==> config.mk <==
export PLATFORM = sky130hd
export DESIGN_NAME = pwm_capture
export DESIGN_NICKNAME = d
export VERILOG_FILES = /design/src/rtl/pwm_capture.sv
export SDC_FILE = /design/constraint.sdc
export NUM_CORES = 1
export LEC_CHECK = 0
export CORE_ASPECT_RATIO = 1.1
export CORE_MARGIN = 5
export CORE_UTILIZATION = 50
export DETAILED_ROUTE_END_ITERATION = 8
export PLACE_DENSITY = 0.64
export SETUP_SLACK_MARGIN = 0.02
export SLEW_MARGIN = 20
export SYNTH_ARGS = -nofsm -noshare
export SYNTH_HDL_FRONTEND = slang
export SYNTH_SLANG_ARGS = --single-unit
==> constraint.sdc <==
create_clock -name clk -period 2.45 [get_ports clk]
set_input_delay 0.49 -clock clk [delete_from_list [all_inputs] [get_ports clk]]
set_output_delay 0.49 -clock clk [all_outputs]
set_load 0.03 [all_outputs]
==> src/rtl/pwm_capture.sv <==
// Recovers one DWIDTH-bit word per PWM line from the high-time in each 2^DWIDTH-cycle period.
// Each completed frame is streamed out word by word over valid/ready, channel 0 first.
module pwm_capture #(
  parameter int DWIDTH = 8,
  parameter int STAGE  = 8
) (
  input  logic              clk,
  input  logic              rst,
  input  logic              sync,
  input  logic [STAGE-1:0]  pwm_in,
  output logic [DWIDTH-1:0] out_data,
  output logic              out_valid,
  input  logic              out_ready,
  output logic              out_last,
  output logic              overrun
);

  localparam int IW = (STAGE > 1) ? $clog2(STAGE) : 1;
  localparam logic [DWIDTH-1:0] PMAX = {DWIDTH{1'b1}};
  localparam logic [IW-1:0] LAST_IDX = IW'(STAGE - 1);

  typedef enum logic [0:0] {
    IDLE = 1'b0,
    SEND = 1'b1
  } state_t;

  logic [DWIDTH-1:0] pcnt_r;
  logic              armed_r;
  logic [DWIDTH:0]   hcnt_r   [STAGE];
  logic [DWIDTH-1:0] shadow_r [STAGE];
  logic [DWIDTH-1:0] result_s [STAGE];
  state_t            state_r;
  logic [IW-1:0]     idx_r;
  logic [IW-1:0]     next_idx_s;
  logic [DWIDTH-1:0] out_data_r;
  logic              out_valid_r;
  logic              out_last_r;
  logic              overrun_r;
  logic              complete_s;
  logic              handshake_s;
  logic              final_hs_s;
  logic              load_s;

  // A sum of 2^DWIDTH only occurs for an all-high line; clamp it to the top code.
  function automatic logic [DWIDTH-1:0] sat_word(input logic [DWIDTH:0] sum);
    return sum[DWIDTH] ? PMAX : sum[DWIDTH-1:0];
  endfunction

  // Period completion, handshake and saturated per-channel results.
  always_comb begin
    complete_s  = armed_r && !sync && (pcnt_r == PMAX);
    handshake_s = out_valid_r && out_ready;
    final_hs_s  = handshake_s && (idx_r == LAST_IDX);
    load_s      = complete_s && ((state_r == IDLE) || final_hs_s);
    next_idx_s  = idx_r + IW'(1);
    for (int i = 0; i < STAGE; i++) begin
      result_s[i] = sat_word(hcnt_r[i] + (DWIDTH + 1)'(pwm_in[i]));
    end
  end

  // Period and high-time counters; completion clears them so the next period starts cleanly.
  always_ff @(posedge clk or negedge rst) begin
    if (!rst) begin
      pcnt_r  <= '0;
      armed_r <= 1'b0;
      for (int i = 0; i < STAGE; i++) hcnt_r[i] <= '0;
    end else if (sync) begin
      pcnt_r  <= DWIDTH'(1);
      armed_r <= 1'b1;
      for (int i = 0; i < STAGE; i++) hcnt_r[i] <= (DWIDTH + 1)'(pwm_in[i]);
    end else if (complete_s) begin
      pcnt_r <= '0;
      for (int i = 0; i < STAGE; i++) hcnt_r[i] <= '0;
    end else begin
      pcnt_r <= pcnt_r + DWIDTH'(1);
      for (int i = 0; i < STAGE; i++) hcnt_r[i] <= hcnt_r[i] + (DWIDTH + 1)'(pwm_in[i]);
    end
  end

  // Output FSM: shadow-buffers a frame and streams it; a frame finishing mid-stream is dropped.
  always_ff @(posedge clk or negedge rst) begin
    if (!rst) begin
      state_r     <= IDLE;
      idx_r       <= '0;
      out_data_r  <= '0;
      out_valid_r <= 1'b0;
      out_last_r  <= 1'b0;
      overrun_r   <= 1'b0;
      for (int i = 0; i < STAGE; i++) shadow_r[i] <= '0;
    end else begin
      overrun_r <= complete_s && (state_r == SEND) && !final_hs_s;
      if (load_s) begin
        for (int i = 0; i < STAGE; i++) shadow_r[i] <= result_s[i];
        state_r     <= SEND;
        idx_r       <= '0;
        out_data_r  <= result_s[0];
        out_valid_r <= 1'b1;
        out_last_r  <= (STAGE == 1);
      end else begin
        case (state_r)
          IDLE: state_r <= IDLE;
          SEND: begin
            if (final_hs_s) begin
              state_r     <= IDLE;
              idx_r       <= '0;
              out_valid_r <= 1'b0;
              out_last_r  <= 1'b0;
            end else if (handshake_s) begin
              idx_r      <= next_idx_s;
              out_data_r <= shadow_r[next_idx_s];
              out_last_r <= (next_idx_s == LAST_IDX);
            end else begin
              idx_r <= idx_r;
            end
          end
          default: begin
            state_r     <= IDLE;
            idx_r       <= '0;
            out_valid_r <= 1'b0;
            out_last_r  <= 1'b0;
          end
        endcase
      end
    end
  end

  assign out_data  = out_data_r;
  assign out_valid = out_valid_r;
  assign out_last  = out_last_r;
  assign overrun   = overrun_r;

endmodule

# Yosys cells after proc, flatten, opt, wreduce, memory -nomap -nowiden
# Cells that the tools add are included.
# classes
mux	33
n_addsub	10
n_reduce_logical	17
n_eq_ne	4
order_cmp	1
bitwise	2
# ops
cell	count
$mux 72	2
$mux 8	16
$add 9x1->9	8
$bmux 8 s3	1
$mux 3	4
$mux 1	9
$add 8x1->8 const B	1
$eq 8x8->1 const B	1
$logic_and 1x1->1	7
$eq 3x3->1 const B	2
$reduce_bool 2->1	3
$ge 4x4->1 const B	1
$not 3->4	1
$reduce_and 2->1	2
$add 3x1->3 const B	1
$reduce_and 3->1	1
$reduce_bool 3->1	1
$logic_not 1->1	2
$ne 2x1->1 const B	1
$pmux 1 s2	1
$logic_or 1x1->1	1
$not 1->1	1
# totals
word_cells	91
regBits	160
in_bits	12

# Logic depth before layout (Yosys ltp)
# Gate-level depths: netlist (run 1).
# logic_depth
word_depth	9
ltp_mapped	10
depth_no_buf	7

# Worst setup path before layout (run 1)
# OpenSTA, ideal clock, no wires.
# synth_path
kind	reg-to-reg
startpoint	register idx_r[0]
endpoint	register out_data_r[6] (netlist: out_data[6])
stages_incl_launch_ff	10
arrival_time_ns	2.111
setup_slack_ns	0.200
setup_time_ns	0.139
synth_period_minus_slack_ns	2.250
cell_sequence	dfrtp_1 > buf_2 > inv_1 > ha_1 > buf_2 > buf_2 > mux4_2 > mux2_2 > nand2_1 > a31oi_1
# synth_via
elab_chain_cells	9
# synth_rtl
item	line	source
from (decl)	33	logic [IW-1:0] idx_r;
from (signal assigned)	109	idx_r <= next_idx_s;
from (signal assigned)	113	idx_r <= idx_r;
$add 3x1->3	55	next_idx_s = idx_r + IW'(1);
$not 3->4 (not written as such)	110	out_data_r <= shadow_r[next_idx_s];
$bmux 8 s3	110	
$mux 8 (not written as such) (2 in series)	110	
$mux 8	108	end else if (handshake_s) begin
$mux 8	103	if (final_hs_s) begin
$mux 8	100	case (state_r)
$mux 8	92	if (load_s) begin
to (signal assigned)	96	out_data_r <= result_s[0];
to (signal assigned)	110	
to (decl)	35	logic [DWIDTH-1:0] out_data_r;
# Several ways; a longest one is shown, not always the timed one. The select of a mux whose other input is x is not followed.
# A chain may end at the register's enable or synchronous reset.

# Final worst setup path (run 1)
# layout_path
startpoint	register idx_r[0]
endpoint	register out_data_r[5] (netlist: out_data[5])
# The elaborated chain is that of the path after synthesis.

==> results.py, run 1 <==
metrics = {
    "floorplan": {
        "row_count": 46,
        "ios": 23,
        "start_util_pct": 50.6,
        "core-area_um2": 14300,
        "die-height_um": 136,
        "dieArea_um2": 17000,
        "die_w_um": 125,
    },
    "power": {
        "p_leak_nw": 3.87,
        "p_per_area_nw_per_um2": 647,
        "power.total_mw": 5.48,
        "p_sw_mw": 1.21,
        "switching_share_pct": 22.1,
        "seq_power_share_pct": 49.6,
        "power_frac_comb_pct": 5.0,
        "p_clk_share_pct": 45.5,
        "ir_worst_vdd_v": 0.000498,
        "p_int_mw": 4.27,
    },
    "sta": {
        "relSlewSlack_pct": 60.2,
        "slew_viol_final": 0,
        "post-route-period-util_pct": 92.0,
        "hold_violations": 0,
        "setup_violations": 0,
        "worstMarginPinSlew_ns": 0.597,
        "rsz0062_at_grt": "false",
        "fin_crit_ns": 2.25,
        "fmax_mhz": 444,
        "clock_skew_ns": 0.00819,
    },
    "synth": {
        "synth_area_leaders": "dfrtp_1 (55%), nor2_1 (7.0%), mux4_2 (5.0%)",
        "yosys.area.top_type": "dfrtp_1",
        "synthCells": 670,
        "async_flop_share_pct": 100,
        "yosysSeqAreaShare_pct": 55.3,
        "synth-edff-count": 0,
        "ys_seq_elements": 160,
        "syn_nets": 702,
        "synth.distinct_cells": 43,
        "yosys_warnings": 0,
        "synth_top_area_share_pct": 55.3,
        "synth_common_cells": "dfrtp_1 (160), nor2_1 (136), nand2_1 (56), a21oi_1 (46), nand3_1 (35)",
        "synth.avg_cell_area_um2": 10.8,
        "synthFlopType": "dfrtp_1",
        "synth_most_common_cell": "dfrtp_1",
        "synth_area_um2": 7240,
    },
    "grt": {
        "grt_first_pass_wirelength_mm": 26.6,
        "grt_usage_pct": 20.0,
        "grt_max_degree": 61,
        "antenna_found_initial": 0,
        "grt_pass1_vias": 5193,
        "grt.overflow.total": 0,
    },
    "placement": {
        "hpwl_mm": 11.3,
        "portBuffers": 22,
        "placed_cells": 888,
        "gp_congestion": 0.888,
        "place_area_um2": 7920,
    },
    "hold_path": {
        "hp-class": "in2async",
    },
    "finish": {
        "n_antenna_cell": 0,
        "fin_util_pct": 59.2,
        "finalInstanceArea_um2": 8480,
        "drive_above_1_share_pct": 13.2,
        "final_cell_count_no_fill": 920,
        "nNetsFinal": 747,
        "syn_to_final_growth_pct": 17.0,
    },
    "clock_network": {
        "clock_sinks": 160,
        "cts_made_buffers": 17,
        "clock-root-buffer": "clkbuf_16",
        "clkTransAtPathRegs_ns": 0.06,
        "h-tree-depth": 4,
        "ctsHoldBuffers": 0,
        "clockBufferDepth": 2,
        "cts_setup_buffers": 0,
        "cts_tree": "built",
        "clock_latency_ns": 0.43,
        "ctsResizeCount": 0,
    },
    "routing": {
        "drc_errors": 0,
        "routedWlPerCell_um": 17.1,
        "drtPass1Iterations": 4,
        "drtIter0Drc": 356,
        "routed_wl_mm": 15.7,
        "antenna_left": 0,
        "via_count": 5060,
        "vias_per_cell": 5.50,
    },
    "critical_path": {
        "cp_max_fo": 12,
        "critPathKind": "reg2reg",
        "timing.critical_path.from_type": "flop",
        "cp_data_arrival_time_ns": 2.57,
        "critPathCaptureType": "flop",
        "crit_required_ns": 2.76,
    },
    "flow_run": {
        "maxCapViolations": 0,
    },
    "run_status": {
        "outcome": "finished, final reports clean",
    },
}
[worst max-delay path, stage by stage, from the launching register on]
cell and delay (ns):
dfrtp_1 0.39, ha_1 0.21, ha_2 0.41, buf_12 0.19, mux4_2 0.53, nor2_1 0.11
nor2_1 0.06, o21ai_0 0.15, o21ai_0 0.09
[metal layers]
layer	GRT usage, %	vias up	part of all wire [%]	wire length, µm
li1	-	2395	-	-
met1	26.5	2565	47	7400
met2	32.9	78	48	7540
met3	4.36	22	3.3	520
met4	6.76	0	1.8	281
met5	0	-	0	0
[state kept, by name, indices dropped and copies added, names as in the netlist]
name and flops:
out_last 1, out_valid 1, pcnt_r 8, idx_r 3, state_r 1, out_data 8
overrun 1, shadow_r 64, armed_r 1, hcnt_r 72
[final timing paths]
kind	from	endpoint	slack, ns	cells after the start
max in group asynchronous	rst	hcnt_r[22]	1.76	2
min in group clk	armed_r	armed_r	0.46	1
worst min-delay path	rst	hcnt_r[36]	0.04	1
worst max register to register	idx_r[0]	out_data[5]	0.20	8
worst min register to register	armed_r	armed_r	0.46	1
worst max-delay path	idx_r[0]	out_data[5]	0.20	8
[power groups by stage]
| stage | sequential, mW | clock, mW | combinational, mW |
|---|---|---|---|
| 2_1_floorplan | 2.76 | 0 | 0.125 |
| 3_3_place_gp | 2.76 | 0 | 0.270 |
| 3_5_place_dp | 2.77 | 0 | 0.277 |
| 4_1_cts | 2.72 | 2.54 | 0.280 |
| 5_1_grt | 2.72 | 2.65 | 0.311 |
| 6_report | 2.72 | 2.49 | 0.274 |
[cells by family (layout without fill, tap and decap cells)]
group	Yosys count	in the layout	share of synthesized area (%)
fa+ha+maj	20	20	3.45
xor+xnor	64	64	7.74
buf+inv	36	94	2.66
simple gates	281	281	17.4
compound gates	91	91	8.19
mux	18	18	5.29
flops	160	160	55.3
[layout make-up]
cell class              count  area (µm²)
clock inverters            10        86.3
repair buffers             60         607
flip-flops and latches    160        4000
fillers                  1187        5850
well taps                 192         240
inverters                   2        7.51
multi-input cells         474        3060
clock buffers              22         474
[stage by stage]
| stage | setup slack, ns | hold WS, ns | setup TNS (ns) |
|---|---|---|---|
| global route | 0.0602 | 0.0890 | 0 |
| global placement | -0.0584 | 0.445 | -0.123 |
| detailed placement | -0.102 | 0.446 | -0.502 |
| floorplan | 0.200 | 0.194 | 0 |
| CTS | 0.138 | 0.0595 | 0 |
| finish | 0.197 | 0.0356 | 0 |
[placed cells by master (no fill, tap or decap), drive strengths merged, types with 9 or more instances in the layout]
master	n
buf	39
nand2	57
o22a	14
and3	9
mux4	16
a22o	10
xnor2	30
xor2	34
ha	20
and2	16
clkdlybuf4s50	21
nand3	36
clkbuf	22
nor2	137
a21oi	48
dfrtp	160
Note: power is estimated with default switching activity, not from simulation.
==> inputs of run 2 (changes only) <==
CORE_UTILIZATION = 48   (was 50)
PLACE_DENSITY = 0.62   (was 0.64)
==> run 2 against run 1 <==
Sequential share of layout area is 0.28 points lower. First-iteration DRC count is 1.7% higher. Final area is 0.59% higher. Global-route usage is 0.73 points lower.
==> results.py, run 2 (same netlist as run 1, synthesis figures left out) <==
metrics = {
    "critical_path": {
        "crit_start": "idx_r[0]",
        "cp_max_fo": 6,
        "crit_required_ns": 2.75,
        "critPathKind": "reg2reg",
        "rr_startpoint": "idx_r[0]",
        "cp_data_arrival_time_ns": 2.55,
        "critPathCaptureType": "flop",
        "timing.critical_path.from_type": "flop",
    },
    "finish": {
        "syn_to_final_growth_pct": 17.7,
        "finalInstanceArea_um2": 8530,
        "nNetsFinal": 753,
        "mostFrequentLayoutCells": "dfrtp_1 (160), nor2_1 (136), nand2_1 (56)",
        "largest_register_ffs": 72,
        "biggestRegsByFlops": "hcnt_r: 72 flops, shadow_r: 64 flops",
        "fin_util_pct": 57.1,
        "layout_commonest_cell": "dfrtp_1",
        "drive_above_1_share_pct": 13.5,
        "max_flop_register": "hcnt_r",
        "n_antenna_cell": 0,
    },
    "sta": {
        "fin_crit_ns": 2.25,
        "post-route-period-util_pct": 91.9,
        "slew_viol_final": 0,
        "fmax_mhz": 444,
        "setup_violations": 0,
        "tns_ns": 0,
        "clock_skew_ns": 0.00738,
        "worstMarginPinSlew_ns": 0.585,
        "relSlewSlack_pct": 61.0,
        "hold_violations": 0,
        "rsz0062_at_grt": "false",
        "setup_ws_ns": 0.200,
    },
    "routing": {
        "routedWlPerCell_um": 17.0,
        "drc_errors": 0,
        "drtPass1Iterations": 4,
        "antenna_left": 0,
        "via_count": 5044,
        "routed_wl_mm": 15.8,
        "vias_per_cell": 5.43,
        "drtIter0Drc": 362,
    },
    "clock_network": {
        "h-tree-depth": 4,
        "clkTransAtPathRegs_ns": 0.06,
        "clock_sinks": 160,
        "ctsResizeCount": 0,
        "clockBufferDepth": 2,
        "cts_tree": "built",
        "clock-root-buffer": "clkbuf_16",
        "cts_made_buffers": 17,
        "clock_latency_ns": 0.42,
        "ctsHoldBuffers": 0,
        "cts_setup_buffers": 0,
    },
    "floorplan": {
        "core-area_um2": 14900,
        "start_util_pct": 48.5,
        "die_w_um": 127,
        "row_count": 47,
        "die-height_um": 139,
        "ios": 23,
        "dieArea_um2": 17700,
    },
    "grt": {
        "grt.overflow.total": 0,
        "grt_pass1_vias": 5211,
        "antenna_found_initial": 0,
        "grt_first_pass_wirelength_mm": 26.8,
        "grt_usage_pct": 19.2,
        "grt_max_degree": 64,
    },
    "power": {
        "p_int_mw": 4.42,
        "p_sw_mw": 1.21,
        "power_frac_comb_pct": 4.7,
        "switching_share_pct": 21.5,
        "p_clk_share_pct": 47.0,
        "ir_worst_vdd_v": 0.000465,
        "seq_power_share_pct": 48.3,
        "p_leak_nw": 3.90,
        "power.total_mw": 5.63,
        "p_per_area_nw_per_um2": 660,
    },
    "placement": {
        "gp_congestion": 0.830,
        "dp_slack_ns": -0.0915,
        "place_area_um2": 7940,
        "hpwl_mm": 11.4,
        "portBuffers": 22,
    },
    "hold_path": {
        "hp-class": "in2async",
    },
    "run_status": {
        "outcome": "finished, final reports clean",
    },
    "flow_run": {
        "maxCapViolations": 0,
    },
}
[run 2: through the flow]
stage,cells,hold slack [ns]
2_1_floorplan,670,0.194
3_3_place_gp,898,0.449
3_5_place_dp,898,0.447
4_1_cts,929,0.0643
5_1_grt,929,0.0952
6_report,929,0.0485
[run 2: power by group through the flow]
stage	clock, mW	combinational [mW]	sequential [mW]
2_1_floorplan	0	0.125	2.76
3_3_place_gp	0	0.260	2.76
3_5_place_dp	0	0.268	2.77
4_1_cts	2.70	0.270	2.72
5_1_grt	2.82	0.301	2.72
6_report	2.64	0.263	2.72
[run 2: final timing paths]
kind                               end  slack (ns)  depth (start not counted)
hold reg to reg                armed_r        0.46                          1
max in group asynchronous    pcnt_r[3]        1.70                          2
setup reg to reg           out_data[5]        0.20                          8
hold / removal              hcnt_r[44]        0.05                          1
min in group clk               armed_r        0.46                          1
setup / recovery           out_data[5]        0.20                          8
[run 2: final cells by class]
class                      instances  area, µm²
clock buffer                      21        450
timing repair buffer              66        627
inverter                           2       7.51
sequential                       160       4000
fill                            1293       6410
tap                              196        245
multi-input combinational        474       3060
clock inverter                    10        138
[run 2: worst max-delay path, stage by stage (launching register included)]
cell,delay (ns)
dfrtp_1,0.39
ha_1,0.20
ha_1,0.33
buf_4,0.21
mux4_2,0.51
nor2_1,0.10
nor2_1,0.05
o21ai_0,0.21
o21ai_0,0.11
[run 2: routing by layer]
metal	global-route usage (%)	routed length, µm
met4	7.17	365
met1	26.4	7260
met2	30.6	7780
met5	0	0
met3	3.58	424
